<file path="config.mk">
export PLATFORM = sky130hd
export DESIGN_NAME = midi_voice_scheduler_flat
export DESIGN_NICKNAME = d
export VERILOG_FILES = /design/src/rtl/midi_pkg.sv /design/src/rtl/midi_voice_scheduler_if.sv /design/src/rtl/midi_msg_parser.sv /design/src/rtl/midi_voice_scheduler.sv /design/src/flat_wrapper.sv
export SDC_FILE = /design/constraint.sdc
export NUM_CORES = 1
export LEC_CHECK = 0
export BUFFER_PORTS_ARGS = -buffer_cell sky130_fd_sc_hd__clkbuf_2
export CAP_MARGIN = 20
export CORE_UTILIZATION = 42
export DETAILED_ROUTE_END_ITERATION = 16
export GPL_ROUTABILITY_DRIVEN = 0
export PLACE_DENSITY = 0.73
export SYNTH_ARGS = -nofsm -noshare
export SYNTH_HDL_FRONTEND = slang
export SYNTH_SLANG_ARGS = --single-unit
export TNS_END_PERCENT = 50
</file>
<file path="constraint.sdc">
create_clock -name clk -period 4.35 [get_ports clk]
set_input_delay 0.2175 -clock clk [delete_from_list [all_inputs] [get_ports clk]]
set_output_delay 0.2175 -clock clk [all_outputs]
set_load 0.02 [all_outputs]
</file>
<file path="src/rtl/midi_pkg.sv">
// Shared definitions for the MIDI voice scheduler.
//   - Status nibble constants for the channel messages that are decoded.
//   - Byte range limits for system-common and real-time bytes.
//   - Parser state encoding. IDLE is the reset value and means that no
//     running status is held.
package midi_pkg;

   localparam logic [3:0] NOTE_OFF = 4'h8;
   localparam logic [3:0] NOTE_ON  = 4'h9;
   localparam logic [3:0] PROG     = 4'hC;
   localparam logic [3:0] CHPRESS  = 4'hD;

   localparam logic [7:0] SYS_COMMON_MIN = 8'hF0;
   localparam logic [7:0] RT_MIN         = 8'hF8;

   localparam int AGE_W = 3;

   typedef enum logic [1:0] {
      IDLE    = 2'd0,
      WAIT_D1 = 2'd1,
      WAIT_D2 = 2'd2
   } parse_state_t;

endpackage

</file>
<file path="src/rtl/midi_voice_scheduler_if.sv">
// Byte-stream and voice-bank bundle for midi_voice_scheduler.
//   rx_byte/rx_valid/rx_err : received MIDI bytes from the UART
//   voice_gate/start/stop   : per-voice gate level and 1-cycle strobes
//   voice_note/voice_vel    : 7 bits per voice, voice i at [7i+6:7i]
//   steal/msg_drop          : 1-cycle event strobes
// master = byte source / voice-bank side, slave = the scheduler.
interface midi_voice_scheduler_if #(
   parameter int NUM_VOICES = 4
);
   logic [7:0]              rx_byte;
   logic                    rx_valid;
   logic                    rx_err;
   logic [NUM_VOICES-1:0]   voice_gate;
   logic [7*NUM_VOICES-1:0] voice_note;
   logic [7*NUM_VOICES-1:0] voice_vel;
   logic [NUM_VOICES-1:0]   voice_start;
   logic [NUM_VOICES-1:0]   voice_stop;
   logic                    steal;
   logic                    msg_drop;

   modport master (
      output rx_byte, rx_valid, rx_err,
      input  voice_gate, voice_note, voice_vel, voice_start, voice_stop,
             steal, msg_drop
   );

   modport slave (
      input  rx_byte, rx_valid, rx_err,
      output voice_gate, voice_note, voice_vel, voice_start, voice_stop,
             steal, msg_drop
   );
endinterface

</file>
<file path="src/rtl/midi_msg_parser.sv">
// MIDI byte-stream parser with running status.
// Ports:
//   clk, rst            : clock, synchronous active-high reset
//   rx_byte, rx_valid   : received byte and its strobe
//   rx_err              : framing error strobe, overrides rx_valid
//   ev_valid            : combinational, a note event completes on this byte
//   ev_on               : 1 = note-on, 0 = note-off (incl. note-on vel 0)
//   ev_note, ev_vel     : note number and velocity of the event
//   msg_drop            : registered 1-cycle pulse, partial message discarded
// The event is combinational so the voice registers can take it on the same
// edge that consumes the final data byte.
module midi_msg_parser
   import midi_pkg::*;
#(
   parameter logic [3:0] CHANNEL = 4'd0,
   parameter bit         OMNI    = 1'b0
) (
   input  logic       clk,
   input  logic       rst,
   input  logic [7:0] rx_byte,
   input  logic       rx_valid,
   input  logic       rx_err,
   output logic       ev_valid,
   output logic       ev_on,
   output logic [6:0] ev_note,
   output logic [6:0] ev_vel,
   output logic       msg_drop
);

   parse_state_t state_q, state_n;
   logic [3:0]   rs_cmd_q, rs_cmd_n;
   logic [3:0]   rs_chan_q, rs_chan_n;
   logic [6:0]   d1_q, d1_n;
   logic         drop_n;
   logic         is_note;
   logic         chan_ok;

   assign is_note = (rs_cmd_q == NOTE_OFF) || (rs_cmd_q == NOTE_ON);
   assign chan_ok = OMNI || (rs_chan_q == CHANNEL);

   always_ff @(posedge clk) begin
      if (rst) begin
         state_q   <= IDLE;
         rs_cmd_q  <= 4'd0;
         rs_chan_q <= 4'd0;
         msg_drop  <= 1'b0;
      end else begin
         state_q   <= state_n;
         rs_cmd_q  <= rs_cmd_n;
         rs_chan_q <= rs_chan_n;
         msg_drop  <= drop_n;
      end
   end

   // First data byte is only meaningful while state_q is WAIT_D2.
   always_ff @(posedge clk) begin
      d1_q <= d1_n;
   end

   always_comb begin
      state_n   = state_q;
      rs_cmd_n  = rs_cmd_q;
      rs_chan_n = rs_chan_q;
      d1_n      = d1_q;
      drop_n    = 1'b0;
      ev_valid  = 1'b0;
      ev_on     = 1'b0;
      ev_note   = d1_q;
      ev_vel    = rx_byte[6:0];

      if (rx_err) begin
         // Running status is held exactly when the parser is not IDLE.
         drop_n  = (state_q == WAIT_D2);
         state_n = (state_q == IDLE) ? IDLE : WAIT_D1;
      end else if (rx_valid) begin
         if (rx_byte >= RT_MIN) begin
            // Real-time bytes are transparent to the parser.
            state_n = state_q;
         end else if (rx_byte >= SYS_COMMON_MIN) begin
            drop_n    = (state_q == WAIT_D2);
            state_n   = IDLE;
            rs_cmd_n  = 4'd0;
            rs_chan_n = 4'd0;
         end else if (rx_byte[7]) begin
            drop_n    = (state_q == WAIT_D2);
            state_n   = WAIT_D1;
            rs_cmd_n  = rx_byte[7:4];
            rs_chan_n = rx_byte[3:0];
         end else begin
            unique case (state_q)
               WAIT_D1: begin
                  // Single-data-byte messages complete here and keep status.
                  if ((rs_cmd_q != PROG) && (rs_cmd_q != CHPRESS)) begin
                     d1_n    = rx_byte[6:0];
                     state_n = WAIT_D2;
                  end
               end
               WAIT_D2: begin
                  state_n  = WAIT_D1;
                  ev_valid = is_note && chan_ok;
                  ev_on    = (rs_cmd_q == NOTE_ON) && (rx_byte[6:0] != 7'd0);
               end
               default: state_n = IDLE;
            endcase
         end
      end
   end

endmodule

</file>
<file path="src/rtl/midi_voice_scheduler.sv">
// MIDI note parser plus sampler voice allocator.
// Ports:
//   clk, rst : clock, synchronous active-high reset
//   bus      : midi_voice_scheduler_if slave (byte stream in, voice bank out)
// Allocation for note-on: retrigger a gated voice holding the same note,
// else the lowest free voice, else steal the oldest gated voice. Ages
// saturate at NUM_VOICES-1 and only matter while a voice is gated.
module midi_voice_scheduler
   import midi_pkg::*;
#(
   parameter int         NUM_VOICES = 4,
   parameter logic [3:0] CHANNEL    = 4'd0,
   parameter bit         OMNI       = 1'b0
) (
   input  logic                   clk,
   input  logic                   rst,
   midi_voice_scheduler_if.slave  bus
);

   localparam logic [AGE_W-1:0] AGE_MAX = AGE_W'(NUM_VOICES - 1);

   function automatic logic [AGE_W-1:0] age_inc(input logic [AGE_W-1:0] a);
      if (a >= AGE_MAX) return AGE_MAX;
      return a + AGE_W'(1);
   endfunction

   logic       vld_p0;
   logic       ev_on_p0;
   logic [6:0] ev_note_p0;
   logic [6:0] ev_vel_p0;

   midi_msg_parser #(
      .CHANNEL (CHANNEL),
      .OMNI    (OMNI)
   ) u_parser (
      .clk      (clk),
      .rst      (rst),
      .rx_byte  (bus.rx_byte),
      .rx_valid (bus.rx_valid),
      .rx_err   (bus.rx_err),
      .ev_valid (vld_p0),
      .ev_on    (ev_on_p0),
      .ev_note  (ev_note_p0),
      .ev_vel   (ev_vel_p0),
      .msg_drop (bus.msg_drop)
   );

   // ---- stage p0 -> p1: allocation decision, voice state registered ----
   logic [NUM_VOICES-1:0] gate_p1, gate_n;
   logic [NUM_VOICES-1:0] start_p1, start_n;
   logic [NUM_VOICES-1:0] stop_p1, stop_n;
   logic                  steal_p1, steal_n;
   logic [6:0]            note_p1 [NUM_VOICES];
   logic [6:0]            note_n  [NUM_VOICES];
   logic [6:0]            vel_p1  [NUM_VOICES];
   logic [6:0]            vel_n   [NUM_VOICES];
   logic [AGE_W-1:0]      age_p1  [NUM_VOICES];
   logic [AGE_W-1:0]      age_n   [NUM_VOICES];

   logic hit, any_free;
   int   hit_idx, free_idx, old_idx, sel;

   // Candidate search. Descending loops leave the lowest index winning;
   // the strict '>' in the age scan keeps ties at the lowest index.
   always_comb begin
      hit      = 1'b0;
      any_free = 1'b0;
      hit_idx  = 0;
      free_idx = 0;
      old_idx  = 0;
      for (int i = NUM_VOICES - 1; i >= 0; i--) begin
         if (gate_p1[i] && (note_p1[i] == ev_note_p0)) begin
            hit     = 1'b1;
            hit_idx = i;
         end
         if (!gate_p1[i]) begin
            any_free = 1'b1;
            free_idx = i;
         end
      end
      for (int i = 1; i < NUM_VOICES; i++) begin
         if (age_p1[i] > age_p1[old_idx]) old_idx = i;
      end
   end

   always_comb begin
      gate_n  = gate_p1;
      note_n  = note_p1;
      vel_n   = vel_p1;
      age_n   = age_p1;
      start_n = '0;
      stop_n  = '0;
      steal_n = 1'b0;
      sel     = hit ? hit_idx : (any_free ? free_idx : old_idx);

      if (vld_p0 && ev_on_p0) begin
         steal_n = !hit && !any_free;
         for (int i = 0; i < NUM_VOICES; i++) begin
            if (i == sel) begin
               gate_n[i]  = 1'b1;
               note_n[i]  = ev_note_p0;
               vel_n[i]   = ev_vel_p0;
               age_n[i]   = '0;
               start_n[i] = 1'b1;
            end else if (gate_p1[i]) begin
               age_n[i] = age_inc(age_p1[i]);
            end
         end
      end else if (vld_p0) begin
         for (int i = 0; i < NUM_VOICES; i++) begin
            if (gate_p1[i] && (note_p1[i] == ev_note_p0)) begin
               gate_n[i] = 1'b0;
               stop_n[i] = 1'b1;
            end
         end
      end
   end

   always_ff @(posedge clk) begin
      if (rst) begin
         gate_p1  <= '0;
         start_p1 <= '0;
         stop_p1  <= '0;
         steal_p1 <= 1'b0;
         for (int i = 0; i < NUM_VOICES; i++) begin
            note_p1[i] <= '0;
            vel_p1[i]  <= '0;
            age_p1[i]  <= '0;
         end
      end else begin
         gate_p1  <= gate_n;
         start_p1 <= start_n;
         stop_p1  <= stop_n;
         steal_p1 <= steal_n;
         note_p1  <= note_n;
         vel_p1   <= vel_n;
         age_p1   <= age_n;
      end
   end

   logic [7*NUM_VOICES-1:0] note_pk, vel_pk;

   always_comb begin
      note_pk = '0;
      vel_pk  = '0;
      for (int i = 0; i < NUM_VOICES; i++) begin
         note_pk[7*i +: 7] = note_p1[i];
         vel_pk[7*i +: 7]  = vel_p1[i];
      end
   end

   assign bus.voice_gate  = gate_p1;
   assign bus.voice_start = start_p1;
   assign bus.voice_stop  = stop_p1;
   assign bus.steal       = steal_p1;
   assign bus.voice_note  = note_pk;
   assign bus.voice_vel   = vel_pk;

endmodule
</file>
<file path="src/flat_wrapper.sv">
// flat-port wrapper written by rule: the top's interface ports become plain ports
module midi_voice_scheduler_flat import midi_pkg::*;
#(
   parameter int         NUM_VOICES = 4,
   parameter logic [3:0] CHANNEL    = 4'd0,
   parameter bit         OMNI       = 1'b0
)
  (clk, rst, bus_rx_byte, bus_rx_valid, bus_rx_err, bus_voice_gate, bus_voice_note, bus_voice_vel, bus_voice_start, bus_voice_stop, bus_steal, bus_msg_drop);
  midi_voice_scheduler_if #(.NUM_VOICES(NUM_VOICES)) bus_i ();
  input  logic clk;
  input  logic rst;
  input wire logic [$bits(bus_i.rx_byte)-1:0] bus_rx_byte;
  input wire logic [$bits(bus_i.rx_valid)-1:0] bus_rx_valid;
  input wire logic [$bits(bus_i.rx_err)-1:0] bus_rx_err;
  output wire logic [$bits(bus_i.voice_gate)-1:0] bus_voice_gate;
  output wire logic [$bits(bus_i.voice_note)-1:0] bus_voice_note;
  output wire logic [$bits(bus_i.voice_vel)-1:0] bus_voice_vel;
  output wire logic [$bits(bus_i.voice_start)-1:0] bus_voice_start;
  output wire logic [$bits(bus_i.voice_stop)-1:0] bus_voice_stop;
  output wire logic [$bits(bus_i.steal)-1:0] bus_steal;
  output wire logic [$bits(bus_i.msg_drop)-1:0] bus_msg_drop;
  assign bus_i.rx_byte = bus_rx_byte;
  assign bus_i.rx_valid = bus_rx_valid;
  assign bus_i.rx_err = bus_rx_err;
  assign bus_voice_gate = bus_i.voice_gate;
  assign bus_voice_note = bus_i.voice_note;
  assign bus_voice_vel = bus_i.voice_vel;
  assign bus_voice_start = bus_i.voice_start;
  assign bus_voice_stop = bus_i.voice_stop;
  assign bus_steal = bus_i.steal;
  assign bus_msg_drop = bus_i.msg_drop;
  midi_voice_scheduler #(.NUM_VOICES(NUM_VOICES), .CHANNEL(CHANNEL), .OMNI(OMNI)) u_core (.clk(clk), .rst(rst), .bus(bus_i));
endmodule
</file>
==> run metrics <==
Util after Layout=53.9%; Critical Path RT=4.63 ns; CP Launch Type=flip-flop; Initial Util=43.4%; CP Cell Sequence=inv_4 > ha_4 > nand3b_1 > a21oi_4 > mux2_4 > ha_1 > nand3_1 > o21ai_2 > nor2_4 > mux2_4 > ha_4 > a21oi_2 > o21ai_1 > a41o_1 > or3_4 > o31a_1 > nand2b_4 > a31o_1; Net Sw Power=0.418 mW; crit-path leading delay family=compound AO/OA/AOI/OAI gates; Final Power=1.58 mW; R2R depth=18; post-placement setup slack=-0.0559 ns; Clock transition at path regs=0.10 ns; Final Hold Viols=0; Max stage delay on crit path=0.41 ns; slowest CP cell=o31a_1; clk buf depth=2; Max-Cap Viols=0; Max Fclk=0.229 GHz; CP Class=flip-flop to flip-flop; WP depth=18; Sw Share=26.4%; worst path arrival time=4.64 ns; drt total wl=13300 um; Antenna Nets Post-Route=0; Initial DRC Count=297; CTS buffer count=9; Die Y=108 um; WL per Instance=17.6 um; GRT Total Usage=22.1%; grt ovf=0; TNS Setup=-0.0294 ns; clk_lat worst skew=0.38 ns; Power Dens Cells=270 mW/mm^2; Layout Area Growth over Synthesis=24.3%; Clock Root Buffer=clkbuf_8; chip width=108 um; Critical Path End Type=flip-flop; First-pass DRT Iterations=5; Vias=4379; Rows=38; Min-Delay Path Class=input port to flip-flop; first-pass GRT wire length=20100 um; Final #Nets=641; CP bufs+invs=1; distinct cell type count after synthesis=59; DRC viols=0; port bufs=81; Max IR drop VDD=0.000262 V; Tcrit/Tclk final=100%; post-synthesis net count=559; relative slew slack=50.2%; initial antenna violation count=0; largest net degree at the start of global routing=40; # setup viols final=4; vias in the first global route=3915; Top-Level Pins=82; die area=0.0117 sq mm; Final Max Tran Viols=0; Hold Slack=0.0878 ns; clock share of power=37.3%; Slew @ Worst Pin=0.743 ns; EDFF count, synth=7; Power Internal=1.16 mW; Post-DP HPWL=8840 um; leakage power=2.37 nW; Combinational Power Share=4.2%; Synth Cell Area=0.00472 sq mm; Syn Area/Cell=8.91 sq um; post-layout min period=4.37 ns; #FFs+latches synth=99; failing checks=setup timing; RSZ-0062 raised after global routing=true; H-tree Lvls=3; Crit Path Max Fanout=8; clk_skew=0.0105 ns; Core ar.=0.0109 sq mm; post-synthesis sequential area ratio=43.5%; post-synthesis async set-or-reset flop share=0%; ys flop type=dfxtp_1; Hold Crit Depth=2; CTS tree=done; layout cell share with drive strength beyond 1=28.7%; YS warnings=0; Mapped Cells=530; Sink Count=99; status=complete, but fails checks; Vias/cell=5.78; power share of the sequential group=58.5%; setup slack after layout=-0.0167 ns; number of diodes=0
[cell usage in the layout (no fill, tap or decap), drive strengths merged, types with 3 or more instances in the layout]
cell / n
or2: 4
xnor2: 18
and4: 3
or3: 5
a31oi: 3
edfxtp: 7
ha: 17
mux2i: 21
a31o: 14
and2: 3
nor4: 5
nor2: 40
clkinv: 4
o211ai: 8
nor2b: 3
a211oi: 11
nand2b: 6
inv: 20
nor3: 22
buf: 24
nor4b: 3
o21ai: 35
and3: 3
clkbuf: 92
a21oi: 32
dfxtp: 92
nand4: 11
xor2: 10
nand3: 33
nand2: 45
[final timing paths]
check                               startpoint                      endpoint  slack (ns)
setup / recovery             u_core.age_p1[11]       u_core.bus.voice_vel[6]       -0.02
setup reg to reg             u_core.age_p1[11]       u_core.bus.voice_vel[6]       -0.02
hold reg to reg   u_core.u_parser.rs_chan_q[1]  u_core.u_parser.rs_chan_q[1]        0.46
hold / removal                      bus_rx_err    u_core.u_parser.state_q[1]        0.09
[metal layers]
layer | share of wire (%) | global-route usage (%) | vias to the layer above | wire length (um)
li1 | - | - | 2069 | -
met1 | 42 | 27.8 | 2084 | 5560
met2 | 49 | 36.3 | 199 | 6490
met3 | 7.0 | 5.91 | 27 | 935
met4 | 2.4 | 7.34 | 0 | 317
met5 | 0 | 0 | - | 0
[worst register-to-register path: cells and delay by family, from the launching register on]
family | cells | cell delay (ns)
AOI/OAI and AO/OA | 7 | 1.42
and+or+nand+nor | 5 | 1.03
adders and majority gates | 3 | 0.71
muxes | 2 | 0.67
DFF | 1 | 0.39
buffers and inverters | 1 | 0.05
[through the flow]
step | instance area [sq um] | std cells
2_1_floorplan | 4750 | 530
3_3_place_gp | 5280 | 727
3_5_place_dp | 5280 | 727
5_1_grt | 5870 | 757
4_1_cts | 5510 | 744
6_report | 5870 | 757
[Yosys cell counts (2+ instances only)]
cell | n | share of area [%]
nor4b_1 | 2 | 0.37
nor3_1 | 22 | 2.3
a31oi_1 | 3 | 0.40
buf_4 | 3 | 0.48
o21ai_0 | 21 | 2.2
ha_1 | 17 | 4.5
mux2_2 | 2 | 0.48
and3_1 | 3 | 0.40
o31a_1 | 2 | 0.37
nor2_1 | 39 | 3.1
o22ai_1 | 2 | 0.26
and4_1 | 2 | 0.37
nand3b_1 | 2 | 0.32
o211ai_1 | 8 | 1.3
nand2_1 | 45 | 3.6
a21oi_1 | 32 | 3.4
inv_1 | 16 | 1.3
edfxtp_1 | 7 | 4.5
o21ai_1 | 14 | 1.5
xor2_1 | 10 | 1.9
o2111ai_1 | 2 | 0.37
nand2b_1 | 4 | 0.53
buf_2 | 9 | 0.95
a211oi_1 | 10 | 1.6
xnor2_1 | 18 | 3.3
a31o_1 | 14 | 2.6
dfxtp_1 | 92 | 39
or3_1 | 5 | 0.66
clkbuf_1 | 22 | 1.7
and2_1 | 2 | 0.26
mux2i_1 | 21 | 4.5
nand3_1 | 32 | 3.4
nand4_1 | 11 | 1.5
nor2b_1 | 3 | 0.40
buf_6 | 3 | 0.72
nor4_1 | 5 | 0.66
or2_2 | 3 | 0.40
[cell type report]
cell class | instances | area [sq um]
Multi-Input combinational cell | 378 | 2700
Timing Repair Buffer | 107 | 668
Clock buffer | 9 | 124
Clock inverter | 7 | 71.3
Tap cell | 140 | 175
Inverter | 17 | 66.3
Fill cell | 968 | 5020
Sequential cell | 99 | 2060
[kinds of logic after synthesis]
family,Yosys count,synth area share (%)
and+or+nand+nor,189,20.2
AOI/OAI and AO/OA,120,16.5
DFF,99,43.5
buffers and inverters,54,5.25
xor gates and xnor gates,28,5.19
muxes,23,4.93
adders and majority gates,17,4.51
[power by group through the flow]
| stage | clock network (mW) | logic, mW | registers, mW |
|---|---|---|---|
| finish | 0.590 | 0.0661 | 0.926 |
| global route | 0.633 | 0.0725 | 0.927 |
| CTS | 0.599 | 0.0612 | 0.927 |
| detailed placement | 0 | 0.0611 | 0.948 |
| global placement | 0 | 0.0594 | 0.947 |
| floorplan | 0 | 0.0389 | 0.945 |
[state kept, by name (all words and copies together) (netlist names)]
name / flops
u_core.age_p1: 12
u_core.bus.steal: 1
u_core.bus.voice_gate: 4
u_core.bus.voice_note: 28
u_core.bus.voice_start: 4
u_core.bus.voice_stop: 4
u_core.bus.voice_vel: 28
u_core.u_parser.ev_note: 7
u_core.u_parser.msg_drop: 1
u_core.u_parser.rs_chan_q: 4
u_core.u_parser.rs_cmd_q: 4
u_core.u_parser.state_q: 2
[repair_timing]
action	in CTS	in global routing
hold buffers	0	0
endpoints found under the setup margin	23	73
pin swaps	1	33
resized for setup	5	46
gates cloned	0	3
buffers inserted	1	10
No activity file was read; power rests on OpenSTA's default activity.
